**src/rtl/com_uart_pkg.sv**
```systemverilog
// Shared constants, state encodings and helpers for the COM serial port.
package com_uart_pkg;

  // Memory-mapped register addresses decoded by the memory controller
  localparam logic [31:0] COM_DATA_ADDR = 32'h1FD0_03F8;
  localparam logic [31:0] COM_STAT_ADDR = 32'h1FD0_03FC;

  // Default line configuration
  localparam int DEF_CLK_FREQ   = 50_000_000;
  localparam int DEF_BAUD       = 115_200;
  localparam int DEF_OVERSAMPLE = 16;

  // 8N1 frame constants
  localparam int   FRAME_DATA_BITS = 8;
  localparam logic START_BIT_LEVEL = 1'b0;
  localparam logic STOP_BIT_LEVEL  = 1'b1;

  // TX_ARM holds the line idle until the next oversample tick so every
  // transmitted bit is exactly OVERSAMPLE ticks wide.
  typedef enum logic [2:0] {TX_IDLE, TX_ARM, TX_START, TX_DATA, TX_STOP} tx_state_t;

  // RX_BREAK waits for the line to return high after a framing error.
  typedef enum logic [2:0] {RX_IDLE, RX_START, RX_DATA, RX_STOP, RX_BREAK} rx_state_t;

  // Clock cycles per oversample tick (integer divide)
  function automatic int calc_div(input int clk_freq, input int baud, input int oversample);
    return clk_freq / (baud * oversample);
  endfunction

endpackage

```
**src/rtl/com_uart_rx_fifo.sv**
```systemverilog
// Small first-word-fall-through FIFO for received bytes; head is 0 when empty.
module com_rx_fifo #(
  parameter int AW = 2,
  parameter int DW = 8
) (
  input  logic          clk,
  input  logic          rst_n,
  input  logic          push,
  input  logic [DW-1:0] push_data,
  input  logic          pop,
  output logic          full,
  output logic          empty,
  output logic [DW-1:0] head
);

  localparam int DEPTH = 1 << AW;

  logic [DW-1:0] mem [DEPTH];
  logic [AW-1:0] wr_ptr_reg;
  logic [AW-1:0] rd_ptr_reg;
  logic [AW:0]   count_reg;
  logic          do_push;
  logic          do_pop;

  assign empty   = (count_reg == '0);
  assign full    = (count_reg == (AW+1)'(DEPTH));
  assign do_pop  = pop && !empty;
  // A pop in the same cycle frees a slot, so a push into a full FIFO still lands
  assign do_push = push && (!full || do_pop);
  assign head    = empty ? '0 : mem[rd_ptr_reg];

  // Storage array write; contents are qualified by count, so no reset needed
  always_ff @(posedge clk) begin
    if (do_push) mem[wr_ptr_reg] <= push_data;
  end

  // Pointer and occupancy bookkeeping; pointers wrap naturally modulo depth
  always_ff @(posedge clk or negedge rst_n) begin
    if (!rst_n) begin
      wr_ptr_reg <= '0;
      rd_ptr_reg <= '0;
      count_reg  <= '0;
    end else begin
      if (do_push) wr_ptr_reg <= wr_ptr_reg + 1'b1;
      if (do_pop)  rd_ptr_reg <= rd_ptr_reg + 1'b1;
      case ({do_push, do_pop})
        2'b10:   count_reg <= count_reg + 1'b1;
        2'b01:   count_reg <= count_reg - 1'b1;
        default: count_reg <= count_reg;
      endcase
    end
  end

endmodule

```
**src/rtl/com_uart.sv**
```systemverilog
// 8N1 UART behind the COM_DATA/COM_STAT registers: 16x oversampled RX into a
// small FIFO, tick-paced TX, and sticky error flags.
module com_uart
  import com_uart_pkg::*;
#(
  parameter int CLK_FREQ   = DEF_CLK_FREQ,
  parameter int BAUD       = DEF_BAUD,
  parameter int OVERSAMPLE = DEF_OVERSAMPLE,
  parameter int FIFO_AW    = 2
) (
  input  logic       clk50M,
  input  logic       rst_n,
  input  logic       enable_com_write,
  input  logic [7:0] com_data_out,
  output logic       com_write_ready,
  output logic [7:0] com_data_in,
  output logic       com_read_ready,
  input  logic       int_com_ack,
  input  logic       uart_rxd,
  output logic       uart_txd,
  input  logic       err_clear,
  output logic       rx_overrun,
  output logic       rx_frame_err,
  output logic       tx_drop
);

  localparam int         DIV          = calc_div(CLK_FREQ, BAUD, OVERSAMPLE);
  localparam logic [15:0] DIV_LAST    = 16'(DIV - 1);
  localparam logic [7:0] OS_LAST      = 8'(OVERSAMPLE - 1);
  localparam logic [7:0] OS_HALF_LAST = 8'(OVERSAMPLE / 2 - 1);
  localparam logic [2:0] BIT_LAST     = 3'(FRAME_DATA_BITS - 1);

  logic [15:0] div_cnt_reg;
  logic        tick;

  tx_state_t tx_state_reg, tx_state_next;
  logic [7:0] tx_cnt_reg, tx_cnt_next;
  logic [2:0] tx_bit_reg, tx_bit_next;
  logic [7:0] tx_shift_reg, tx_shift_next;
  logic       txd_reg, txd_next;
  logic       tx_drop_set;

  logic       rxd_s1_reg, rxd_s2_reg, rxd_s3_reg;
  rx_state_t  rx_state_reg, rx_state_next;
  logic [7:0] rx_cnt_reg, rx_cnt_next;
  logic [2:0] rx_bit_reg, rx_bit_next;
  logic [7:0] rx_shift_reg, rx_shift_next;
  logic       rx_push_req;
  logic       frame_err_set;

  logic ack_prev_reg;
  logic ack_rise;
  logic fifo_full;
  logic fifo_empty;
  logic overrun_set;
  logic rx_overrun_reg, rx_frame_err_reg, tx_drop_reg;

  assign tick = (div_cnt_reg == DIV_LAST);

  // Free-running oversample divider; tick fires on the DIV-1 -> 0 wrap
  always_ff @(posedge clk50M or negedge rst_n) begin
    if (!rst_n)    div_cnt_reg <= '0;
    else if (tick) div_cnt_reg <= '0;
    else           div_cnt_reg <= div_cnt_reg + 16'd1;
  end

  // ---------------- Transmitter ----------------
  assign uart_txd        = txd_reg;
  assign com_write_ready = (tx_state_reg == TX_IDLE);

  // TX state register; txd resets straight to idle-high
  always_ff @(posedge clk50M or negedge rst_n) begin
    if (!rst_n) begin
      tx_state_reg <= TX_IDLE;
      tx_cnt_reg   <= '0;
      tx_bit_reg   <= '0;
      tx_shift_reg <= '0;
      txd_reg      <= 1'b1;
    end else begin
      tx_state_reg <= tx_state_next;
      tx_cnt_reg   <= tx_cnt_next;
      tx_bit_reg   <= tx_bit_next;
      tx_shift_reg <= tx_shift_next;
      txd_reg      <= tx_state_next == TX_IDLE ? 1'b1 : txd_next;
    end
  end

  // TX next-state: each bit lasts OVERSAMPLE ticks, LSB first
  always_comb begin
    tx_state_next = tx_state_reg;
    tx_cnt_next   = tx_cnt_reg;
    tx_bit_next   = tx_bit_reg;
    tx_shift_next = tx_shift_reg;
    txd_next      = txd_reg;
    tx_drop_set   = enable_com_write && (tx_state_reg != TX_IDLE);
    case (tx_state_reg)
      TX_IDLE: begin
        txd_next = STOP_BIT_LEVEL;
        if (enable_com_write) begin
          tx_shift_next = com_data_out;
          tx_state_next = TX_ARM;
        end
      end
      TX_ARM: if (tick) begin
        txd_next      = START_BIT_LEVEL;
        tx_cnt_next   = '0;
        tx_state_next = TX_START;
      end
      TX_START: if (tick) begin
        if (tx_cnt_reg == OS_LAST) begin
          tx_cnt_next   = '0;
          tx_bit_next   = '0;
          txd_next      = tx_shift_reg[0];
          tx_state_next = TX_DATA;
        end else tx_cnt_next = tx_cnt_reg + 8'd1;
      end
      TX_DATA: if (tick) begin
        if (tx_cnt_reg == OS_LAST) begin
          tx_cnt_next = '0;
          if (tx_bit_reg == BIT_LAST) begin
            txd_next      = STOP_BIT_LEVEL;
            tx_state_next = TX_STOP;
          end else begin
            tx_shift_next = tx_shift_reg >> 1;
            txd_next      = tx_shift_reg[1];
            tx_bit_next   = tx_bit_reg + 3'd1;
          end
        end else tx_cnt_next = tx_cnt_reg + 8'd1;
      end
      TX_STOP: if (tick) begin
        if (tx_cnt_reg == OS_LAST) begin
          tx_cnt_next   = '0;
          tx_state_next = TX_IDLE;
        end else tx_cnt_next = tx_cnt_reg + 8'd1;
      end
      default: tx_state_next = TX_IDLE;
    endcase
  end

  // ---------------- Receiver ----------------
  // Two-stage synchroniser plus one history stage for falling-edge detection
  always_ff @(posedge clk50M or negedge rst_n) begin
    if (!rst_n) begin
      rxd_s1_reg <= 1'b1;
      rxd_s2_reg <= 1'b1;
      rxd_s3_reg <= 1'b1;
    end else begin
      rxd_s1_reg <= uart_rxd;
      rxd_s2_reg <= rxd_s1_reg;
      rxd_s3_reg <= rxd_s2_reg;
    end
  end

  // RX state register; a partial byte is simply abandoned on reset
  always_ff @(posedge clk50M or negedge rst_n) begin
    if (!rst_n) begin
      rx_state_reg <= RX_IDLE;
      rx_cnt_reg   <= '0;
      rx_bit_reg   <= '0;
      rx_shift_reg <= '0;
    end else begin
      rx_state_reg <= rx_state_next;
      rx_cnt_reg   <= rx_cnt_next;
      rx_bit_reg   <= rx_bit_next;
      rx_shift_reg <= rx_shift_next;
    end
  end

  // RX next-state: validate start at half bit, then sample once per bit
  always_comb begin
    rx_state_next = rx_state_reg;
    rx_cnt_next   = rx_cnt_reg;
    rx_bit_next   = rx_bit_reg;
    rx_shift_next = rx_shift_reg;
    rx_push_req   = 1'b0;
    frame_err_set = 1'b0;
    case (rx_state_reg)
      RX_IDLE: if (rxd_s3_reg && !rxd_s2_reg) begin
        rx_cnt_next   = '0;
        rx_state_next = RX_START;
      end
      RX_START: if (tick) begin
        if (rx_cnt_reg == OS_HALF_LAST) begin
          rx_cnt_next = '0;
          rx_bit_next = '0;
          rx_state_next = (rxd_s2_reg == START_BIT_LEVEL) ? RX_DATA : RX_IDLE;
        end else rx_cnt_next = rx_cnt_reg + 8'd1;
      end
      RX_DATA: if (tick) begin
        if (rx_cnt_reg == OS_LAST) begin
          rx_cnt_next   = '0;
          rx_shift_next = {rxd_s2_reg, rx_shift_reg[7:1]};
          if (rx_bit_reg == BIT_LAST) rx_state_next = RX_STOP;
          else                        rx_bit_next   = rx_bit_reg + 3'd1;
        end else rx_cnt_next = rx_cnt_reg + 8'd1;
      end
      RX_STOP: if (tick) begin
        if (rx_cnt_reg == OS_LAST) begin
          rx_cnt_next = '0;
          if (rxd_s2_reg == STOP_BIT_LEVEL) begin
            rx_push_req   = 1'b1;
            rx_state_next = RX_IDLE;
          end else begin
            frame_err_set = 1'b1;
            rx_state_next = RX_BREAK;
          end
        end else rx_cnt_next = rx_cnt_reg + 8'd1;
      end
      RX_BREAK: if (rxd_s2_reg) rx_state_next = RX_IDLE;
      default:  rx_state_next = RX_IDLE;
    endcase
  end

  // ---------------- FIFO, ack edge and sticky flags ----------------
  assign ack_rise    = int_com_ack && !ack_prev_reg;
  assign overrun_set = rx_push_req && fifo_full && !ack_rise;

  com_rx_fifo #(.AW(FIFO_AW), .DW(8)) u_rx_fifo (
    .clk       (clk50M),
    .rst_n     (rst_n),
    .push      (rx_push_req),
    .push_data (rx_shift_reg),
    .pop       (ack_rise),
    .full      (fifo_full),
    .empty     (fifo_empty),
    .head      (com_data_in)
  );

  assign com_read_ready = !fifo_empty;
  assign rx_overrun     = rx_overrun_reg;
  assign rx_frame_err   = rx_frame_err_reg;
  assign tx_drop        = tx_drop_reg;

  // Ack history and sticky error flags; a set in the clearing cycle wins
  always_ff @(posedge clk50M or negedge rst_n) begin
    if (!rst_n) begin
      ack_prev_reg     <= 1'b0;
      rx_overrun_reg   <= 1'b0;
      rx_frame_err_reg <= 1'b0;
      tx_drop_reg      <= 1'b0;
    end else begin
      ack_prev_reg     <= int_com_ack;
      rx_overrun_reg   <= overrun_set   || (rx_overrun_reg   && !err_clear);
      rx_frame_err_reg <= frame_err_set || (rx_frame_err_reg && !err_clear);
      tx_drop_reg      <= tx_drop_set   || (tx_drop_reg      && !err_clear);
    end
  end

endmodule

```
**config.mk**
```make
export PLATFORM = sky130hd
export DESIGN_NAME = com_uart
export DESIGN_NICKNAME = d
export VERILOG_FILES = /design/src/rtl/com_uart_pkg.sv /design/src/rtl/com_uart_rx_fifo.sv /design/src/rtl/com_uart.sv
export SDC_FILE = /design/constraint.sdc
export NUM_CORES = 1
export LEC_CHECK = 0
export CAP_MARGIN = 20
export CORE_UTILIZATION = 55
export CTS_BUF_LIST = sky130_fd_sc_hd__clkbuf_8
export CTS_CLUSTER_SIZE = 25
export DETAILED_ROUTE_END_ITERATION = 16
export PLACE_DENSITY = 0.74
export SYNTH_ARGS = -nofsm -noshare
export SYNTH_HDL_FRONTEND = slang
export SYNTH_SLANG_ARGS = --single-unit
```
**constraint.sdc**
```tcl
create_clock -name clk50M -period 4.79 [get_ports clk50M]
set_clock_uncertainty 0.2 [all_clocks]
set_input_delay 1.1975 -clock clk50M [delete_from_list [all_inputs] [get_ports clk50M]]
set_output_delay 1.1975 -clock clk50M [all_outputs]
set_load 0.05 [all_outputs]
```
# Word level (Yosys, flattened, before mapping)
# Memories as Yosys holds them, arrays and structs flattened.
# Cells that the tools add are included.
# word_totals
reg_bits	75
ram_bits	32
input_bits	14
output_inout_bits	14
word_cells	183
memories	1
# classes
addsub	9
eq_ne	41
n_mux	70
n_reduce_logical	42
# mem_list
memory	depth	word_bits	read_ports	rd_clocked_by_memory_dff	write_ports	line	text
u_rx_fifo.mem	4	8	1	0	1	com_uart_rx_fifo.sv:18	logic [DW-1:0] mem [DEPTH];
# op_table
cell	n
2-to-1 mux 8 bit	13
2-to-1 mux 3 bit	29
inequality test 2 bit, second input constant	17
case mux 8 bit (2 select lines)	2
case mux 3 bit (5 select lines)	2
case mux 8 bit (3 select lines)	1
case mux 3 bit (2 select lines)	3
AND reduction 6 bit	3
2-to-1 mux 1 bit	17
adder 16 x 1 -> 16 bit, second input constant	1
adder 8 x 1 -> 8 bit, second input constant	2
equality test 16 x 5 -> 1 bit, second input constant	1
equality test 8 x 4 -> 1 bit, second input constant	2
2-to-1 mux 16 bit	1
equality test 3 bit, second input constant	5
inequality test 3 bit, second input constant	5
equality test 3 x 2 -> 1 bit, second input constant	4
zero test 3 bit	4
logical AND 1 bit	10
nonzero test 2 bit	5
adder 3 x 1 -> 3 bit, second input constant	3
AND reduction 9 bit	1
equality test 8 x 3 -> 1 bit, second input constant	1
equality test 3 x 1 -> 1 bit, second input constant	2
16 further kinds	28

# Longest topological paths before layout
# Gate-level depths: netlist (run 1).
# logic_depth
word_depth	8
ltp_mapped	13
depth_no_buf	11

# Cells and area by module
# Synthesis (run 1) repeated with hierarchy kept, for this count alone.
# unflattened
hier_cells	440
hier_area_um2	5192.5
# modules_own_cells
mod	n_inst	cells_each	area_per_inst_um2	seq_area_each_um2
com_uart	1	350	3547.2	1706.6
com_rx_fifo	1	90	1645.3	1136.1

# Worst setup path after synthesis (run 1)
# No wires, ideal clock.
# synth_timing
path_kind	register -> output
startpoint	reg u_rx_fifo.rd_ptr_reg[0]
endpoint	out com_data_in[0]
arrival_time_ns	1.667
required_time_ns	3.393
slack_ns	1.725
path_stages_with_launch	4
path_buffers	1
cell_sequence	dfrtp_1 clkbuf_1 mux4_2 and2_1
# synth_via
elab_chain_cells	2
# synth_lines
item	line	text
from (decl)	com_uart_rx_fifo.sv:20	logic [AW-1:0] rd_ptr_reg;
from (signal assigned)	com_uart_rx_fifo.sv:45	if (do_pop) rd_ptr_reg <= rd_ptr_reg + 1'b1;
memory (4 x 8 bit)	--	
2-to-1 mux 8 bit	com_uart_rx_fifo.sv:30	assign head = empty ? '0 : mem[rd_ptr_reg];
to (decl)	com_uart.sv:16	output logic [7:0] com_data_in,
# No other way between the ends.

# Worst setup path in the final report (run 1)
# layout_timing
startpoint	reg u_rx_fifo.rd_ptr_reg[0]
endpoint	out com_data_in[5]
# The elaborated chain is that of the path after synthesis.

==> results.yml, run 1 <==
critical_path:
  worstPathArrival_ns: 2.56
  critPathCaptureType: "output port"
  cp_max_fo: 10
  critPathRequiredTime_ns: 3.39
  critical_path_class: "flip-flop to output port"
  worstSetupStartpointType: "flip-flop"
  r2r_cells: 10
route:
  drtPass1Iterations: 4
  drt_iter0_drc: 149
  wl_met2_um: 4576
  post_drt_wl_per_cell_um: 14.97
  vias: 3483
  drt-total-wl_um: 9220
  ant_nets: 0
  routed.top_layer: "met4"
  met1Wirelength_um: 4269
  wl_met3_um: 226
  via_per_inst: 5.654
  drc: 0
sta:
  whs_ns: 0.1683
  period_share: 0.8269
  hold_violations: 0
  fin_setup_tns_ns: 0
  slew_viol_final: 0
  setup_viol: 0
  max_freq_ghz: 0.2525
  relSlewSlack: 0.3777
  period_minus_slack_ns: 3.961
  rsz0062_at_grt: "false"
  tightest_slew_ns: 0.9335
finish:
  layout_commonest_cell: "dfrtp_1"
  final_cell_mix: "dfrtp_1 (71), nand2_1 (39), edfxtp_1 (32)"
  n_fill_cell: 760
  antenna_cells: 0
  largest_register_ffs: 32
  drive_above_1_share: 0.1068
  area_growth_pct: 10.84
  final_area_sq_mm: 0.005797
  fin_util: 0.6274
  nets: 509
  instances_no_fill: 616
placed_design:
  hpwl_um: 6218
  place_congestion: 0.8158
  port_buffers: 27
  dp.cells: 599
  postPlaceCellArea_sq_mm: 0.005584
cts:
  cts_made_buffers: 9
  clockRootBuffer: "clkbuf_8"
  cts_max_level: 3
  clockBufferDepth: 2
  path_clk_slew_ns: 0.11
  cts_resized: 0
  post-cts-setup-buffers: 0
  cts_tree: "done"
  cts_sinks: 107
  clkLatencyLatePin_ns: 0.39
  hold_buffers: 0
hold_path:
  hold_depth: 0
  hp-class: "flip-flop to flip-flop"
die:
  die_w_um: 99.52
  placementRows: 35
  die-height_um: 99.52
  initial_core_util: 0.5660
  die-area_sq_mm: 0.009903
  core_area_sq_mm: 0.009240
  ios: 28
power:
  irDropWorstVdd_mv: 0.1589
  power.leakage_nw: 2.518
  powerDensity_mw_per_mm2: 327.1
synthesis:
  synth-main-ff-cell: "dfrtp_1"
  async_reset_ff_frac: 0.7009
  synth.cell_area_sq_mm: 0.005230
  synth_seq_area_share: 0.5435
  synthCells: 462
  ys.warnings.count: 0
  synth_edf_count: 32
  synth_seq_cells: 107
  avgSynthCellArea_sq_um: 11.32
  synth.distinct_cells: 63
  synth_fp_nets: 489
global_routing:
  overflow: 0
  grt.total_usage: 0.2071
  grt_max_degree: 76
  antenna_found_initial: 0
  grt_pass1_vias: 3378
  grt_pass1_wl_um: 15950
flow_run:
  maxCapViolations: 0
outcome:
  status: "finished, final reports clean"
[metrics by stage]
step	setup slack, ns	power, W
after global placement	1.275	0.001337
after global routing	0.6947	0.001993
after detailed placement	1.214	0.001348
final	0.8294	0.001896
after CTS	0.7790	0.001910
after floorplan	1.725	0.001264
[critical path: stages, from the launching register on]
cell and delay, ns:
dfrtp_1 0.73, mux4_2 0.58, and2_1 0.17, clkdlybuf4s50_1 0.69
[synth_stat cells, types with 6 or more instances]
cell | n | share of area
mux2i_1 | 9 | 0.017
nand3_1 | 26 | 0.025
a21oi_1 | 11 | 0.011
o21ai_0 | 20 | 0.019
ha_1 | 12 | 0.029
nor3_1 | 8 | 0.0077
nand2_1 | 39 | 0.028
and2_1 | 17 | 0.020
o211ai_1 | 6 | 0.0086
clkbuf_1 | 12 | 0.0086
dfrtp_1 | 71 | 0.34
xor2_1 | 15 | 0.025
and3_1 | 14 | 0.017
mux4_2 | 8 | 0.034
nor2b_1 | 6 | 0.0072
inv_1 | 17 | 0.012
edfxtp_1 | 32 | 0.18
buf_2 | 6 | 0.0057
nand4_1 | 6 | 0.0072
xnor2_1 | 10 | 0.017
nor2_1 | 31 | 0.022
mux2_2 | 9 | 0.019
[worst paths after layout]
check | startpoint | endpoint | slack [ns]
worst max-delay path | u_rx_fifo.rd_ptr_reg[0] | com_data_in[5] | 0.83
worst min-delay path | rxd_s1_reg | rxd_s2_reg | 0.17
worst max register to register | div_cnt_reg[0] | u_rx_fifo.count_reg[1] | 1.48
worst min register to register | rxd_s1_reg | rxd_s2_reg | 0.17
max in group asynchronous | rst_n | tx_cnt_reg[5] | 3.05
min in group asynchronous | rst_n | div_cnt_reg[13] | 0.72
[area by class of cell]
cell class	count	area, sq um	share of cell area
flip-flops and latches	107	2843	0.4904
inverters	17	63.81	0.01101
clock inverters	7	81.33	0.01403
repair buffers	29	282.8	0.04878
multi-input cells	318	2241	0.3866
well taps	129	161.4	0.02784
clock buffers	9	123.9	0.02137
[power by group]
part | switching [W] | leakage, nW | internal [W]
Combinational | 0.000141 | 1.06 | 0.000123
Clock | 0.000357 | 0.105 | 0.000213
Sequential | 0.0000824 | 1.35 | 0.000979
[metal layers]
metal | vias up | track usage
met5 | - | 0
li1 | 1718 | -
met2 | 53 | 0.3440
met1 | 1701 | 0.2722
met3 | 11 | 0.04006
met4 | 0 | 0.07805
[kinds of logic (layout without fill, tap and decap cells)]
family / count (synthesis) / after routing / share of synthesized area
and+or+nand+nor: 179 / 179 / 0.1849
DFF: 107 / 107 / 0.5435
AOI/OAI and AO/OA: 73 / 73 / 0.09306
buffers and inverters: 37 / 62 / 0.02799
muxes: 28 / 28 / 0.07608
xor gates and xnor gates: 25 / 25 / 0.04187
adders and majority gates: 13 / 13 / 0.03254
Note: power is estimated with default switching activity, not from simulation.
==> inputs of run 2 (changes only) <==
Settings changed: PLACE_DENSITY 0.74 to 0.77.
Clock period 4.79 ns to 3.3 ns, I/O delays scaled along.
==> results.yml, run 2 (synthesis gave the netlist of run 1 again) <==
sta:
  relSlewSlack: 0.3842
  max_freq_ghz: 0.3215
  period_minus_slack_ns: 3.110
  setup_ws_ns: 0.1897
  period_share: 0.9425
  rsz0062_at_grt: "false"
  fin_setup_tns_ns: 0
  whs_ns: 0.1605
  tightest_slew_ns: 0.9237
  hold_violations: 0
  slew_viol_final: 0
  setup_viol: 0
route:
  drc: 0
  drtPass1Iterations: 4
  via_per_inst: 5.705
  ant_nets: 0
  vias: 3554
  post_drt_wl_per_cell_um: 15.23
  drt-total-wl_um: 9487
  drt_iter0_drc: 156
global_routing:
  overflow: 0
  grtUsageMet3: 0.03935
  grt_pass1_vias: 3502
  grt_use_met2: 0.3558
  grt_max_degree: 76
  grt_pass1_wl_um: 16460
  antenna_found_initial: 0
  grt.total_usage: 0.2118
  grt_use_met1: 0.2768
  grt.busiest_layer: "met2"
finish:
  final_area_sq_mm: 0.005844
  multi_input_area_sq_mm: 0.002241
  antenna_cells: 0
  seqCellArea_sq_mm: 0.002844
  nets: 516
  drive_above_1_share: 0.1275
  final_cell_mix: "dfrtp_1 (70), nand2_1 (39), edfxtp_1 (32)"
  layout_commonest_cell: "dfrtp_1"
  n_fill_cell: 728
  instances_no_fill: 623
  area_growth_pct: 11.75
  largest_register_ffs: 32
cts:
  clockRootBuffer: "clkbuf_8"
  cts_sinks: 107
  hold_buffers: 0
  clkLatencyLatePin_ns: 0.38
  cts_made_buffers: 9
  cts_resized: 6
  cts_max_level: 3
  post-cts-setup-buffers: 0
  clockBufferDepth: 2
  cts_tree: "done"
  path_clk_slew_ns: 0.12
critical_path:
  critPathCaptureType: "output port"
  path_cells: "mux4_2 -> and2_1 -> dlygate4sd2_1"
  timing.rr.start: "rx_cnt_reg[5]"
  worstSetupStartpointType: "flip-flop"
  cp_slowest_cell: "dfrtp_2"
  startpoint: "u_rx_fifo.rd_ptr_reg[0]"
  worstPathArrival_ns: 2.09
  cp_max_fo: 10
  critPathRequiredTime_ns: 2.27
  critical_path_class: "flip-flop to output port"
  slowest_delay_ns: 0.58
die:
  die-height_um: 99.52
  placementRows: 35
  ios: 28
  die_w_um: 99.52
  core_area_sq_mm: 0.009240
  die-area_sq_mm: 0.009903
  initial_core_util: 0.5660
power:
  powerDensity_mw_per_mm2: 467.8
  irDropWorstVdd_mv: 0.2090
  power.leakage_nw: 2.592
outcome:
  status: "finished, final reports clean"
placed_design:
  hpwl_um: 6675
  dp.cells: 606
  postPlaceCellArea_sq_mm: 0.005629
  port_buffers: 27
  pre_cts_ws_ns: 0.1410
  place_congestion: 0.8280
hold_path:
  hold_start: "rxd_s1_reg"
  hp-class: "flip-flop to flip-flop"
flow_run:
  maxCapViolations: 0
==> run 2: path summary, 6_finish.rpt <==
| check | to | slack (ns) | cells after the start |
|---|---|---|---|
| max | com_data_in[3] | 0.19 | 3 |
| min | rxd_s2_reg | 0.16 | 0 |
| max reg2reg | u_rx_fifo.count_reg[1] | 0.33 | 8 |
| min reg2reg | rxd_s2_reg | 0.16 | 0 |
| max in group asynchronous | u_rx_fifo.rd_ptr_reg[0] | 1.89 | 1 |
| min in group asynchronous | tx_cnt_reg[5] | 0.37 | 1 |
==> run 2: metal layers <==
layer	part of all wire	vias up	wire length, um
li1	-	1727	-
met1	0.46	1744	4322
met2	0.50	65	4699
met3	0.031	18	290
met4	0.019	0	176
met5	0	-	0
==> run 2: stage by stage <==
stage                 util  power (W)
floorplan                -   0.001835
global placement    0.6092   0.001937
detailed placement  0.6092   0.001962
CTS                 0.6314   0.002753
global route        0.6325   0.002865
finish              0.6325   0.002734
==> run 2: report_power, final <==
part | total [W] | switching (W) | internal [W]
Sequential | 0.00154 | 0.000119 | 0.00142
Clock | 0.000801 | 0.000498 | 0.000303
Combinational | 0.000392 | 0.000210 | 0.000182
==> run 2: final cells by class <==
class / count / share of cell area
clock inverter: 7 / 0.01477
inverter: 17 / 0.01092
sequential: 107 / 0.4866
clock buffer: 9 / 0.02119
tap: 129 / 0.02762
timing repair buffer: 36 / 0.05545
multi-input combinational: 318 / 0.3834
==> run 2: critical path, delay by kind of cell, from the launching register on <==
kind | cells | cell delay (ns)
AND/OR/NAND/NOR | 1 | 0.17
multiplexers | 1 | 0.54
buffers and inverters | 1 | 0.41
flip-flops | 1 | 0.58
==> inputs of run 3 (changes only) <==
Settings changed: CAP_MARGIN 20 to 10.
==> results.yml, run 3 (synthesis gave the netlist of run 1 again) <==
hold_path:
  hold_start: "rxd_s1_reg"
  hold_depth: 0
  hp-class: "flip-flop to flip-flop"
  min_to: "rxd_s2_reg"
die:
  initial_core_util: 0.5660
  die-area_sq_mm: 0.009903
  die-height_um: 99.52
  core_area_sq_mm: 0.009240
  placementRows: 35
  ios: 28
  die_w_um: 99.52
sta:
  fin_setup_tns_ns: 0
  slew_viol_final: 0
  max_freq_ghz: 0.3224
  relSlewSlack: 0.3191
  tightest_slew_ns: 1.017
  whs_ns: 0.1605
  rsz0062_at_grt: "false"
  hold_violations: 0
  period_minus_slack_ns: 3.102
  setup_viol: 0
  period_share: 0.9400
cts:
  cts_made_buffers: 9
  clockBufferDepth: 2
  clkLatencyLatePin_ns: 0.38
  cts_sinks: 107
  clockRootBuffer: "clkbuf_8"
  cts_max_level: 3
  path_clk_slew_ns: 0.12
  post-cts-setup-buffers: 0
  cts_tree: "done"
finish:
  fin_util: 0.6317
  final_cell_mix: "dfrtp_1 (70), nand2_1 (39), edfxtp_1 (32)"
  nets: 515
  antenna_cells: 0
  area_growth_pct: 11.60
  layout_commonest_cell: "dfrtp_1"
  drive_above_1_share: 0.1258
  largest_register_ffs: 32
route:
  drc: 0
  drtPass1Iterations: 4
  drt_iter0_drc: 167
  via_per_inst: 5.730
  post_drt_wl_per_cell_um: 15.21
  drt-total-wl_um: 9459
  vias: 3564
  ant_nets: 0
critical_path:
  r2r_slack_ns: 0.34
  reg2reg_to: "u_rx_fifo.count_reg[1]"
  critPathRequiredTime_ns: 2.27
  cp_slowest_cell: "dfrtp_2"
  worstSetupStartpointType: "flip-flop"
  critical_path_class: "flip-flop to output port"
  slowest_delay_ns: 0.57
  timing.rr.start: "rx_cnt_reg[5]"
  cp_max_fo: 10
  worstPathArrival_ns: 2.08
  critPathCaptureType: "output port"
  r2r_cells: 8
  path_cells: "mux4_2 -> and2_1 -> dlygate4sd2_1"
outcome:
  status: "finished, final reports clean"
power:
  powerDensity_mw_per_mm2: 468.2
  irDropWorstVdd_mv: 0.2090
  power_w: 0.002733
  power.leakage_nw: 2.588
global_routing:
  grt_max_degree: 76
  grt_pass1_wl_um: 16460
  antenna_found_initial: 0
  grt.total_usage: 0.2118
  overflow: 0
  grt_pass1_vias: 3502
placed_design:
  place_congestion: 0.8280
  port_buffers: 27
  hpwl_um: 6675
flow_run:
  maxCapViolations: 0
## run 3: cell count changes in the layout (fill, tap and decap cells not counted)
cell,previous run,this run
buf_4,13,12
## run 3: metal layers
| metal | share of wire | GRT usage | vias up | wire length [um] |
|---|---|---|---|---|
| met3 | 0.029 | 0.03935 | 21 | 274 |
| met5 | 0 | 0 | - | 0 |
| li1 | - | - | 1725 | - |
| met1 | 0.45 | 0.2768 | 1752 | 4284 |
| met4 | 0.019 | 0.07692 | 0 | 181 |
| met2 | 0.50 | 0.3558 | 66 | 4719 |
## run 3: critical path: cells and delay by family, from the launching register on
| family | cells | cell delay, ns |
|---|---|---|
| DFF | 1 | 0.57 |
| muxes | 1 | 0.54 |
| buffers and inverters | 1 | 0.41 |
| and+or+nand+nor | 1 | 0.17 |
## run 3: repair_timing
| action | CTS | global route |
|---|---|---|
| hold buffers | 0 | 0 |
| gates resized for setup | 6 | 1 |
| setup endpoints to repair | 5 | 1 |
## run 3: area by class of cell
cell class                      instances  area (sq um)
Multi-Input combinational cell        318          2241
Sequential cell                       107          2844
Timing Repair Buffer                   35         316.6
Fill cell                             729          3403
Clock buffer                            9         123.9
Tap cell                              129         161.4
Inverter                               17         63.81
Clock inverter                          7         86.33
## run 3: metrics by stage
stage	instance area [sq um]	instances	worst slack (ns)
detailed placement	5629	606	0.1410
global route	5837	622	0.03726
global placement	5629	606	0.2068
CTS	5834	622	0.09388
finish	5837	622	0.1980
floorplan	5230	462	0.5590
## run 3: worst max path at each step
stage | start | to | slack, ns | cells after the start
after floorplan | div_cnt_reg[0] | u_rx_fifo.count_reg[1] | 0.56 | 12
after global placement | u_rx_fifo.rd_ptr_reg[0] | com_data_in[6] | 0.21 | 3
after detailed placement | u_rx_fifo.rd_ptr_reg[0] | com_data_in[3] | 0.14 | 3
after CTS | u_rx_fifo.count_reg[0] | com_read_ready | 0.09 | 3
after global routing | u_rx_fifo.count_reg[0] | com_data_in[3] | 0.04 | 4
final | u_rx_fifo.rd_ptr_reg[0] | com_data_in[3] | 0.20 | 3
## run 3: power breakdown
part | internal (W) | switching [W]
Clock | 0.000303 | 0.000498
Sequential | 0.00142 | 0.000117
Combinational | 0.000182 | 0.000211
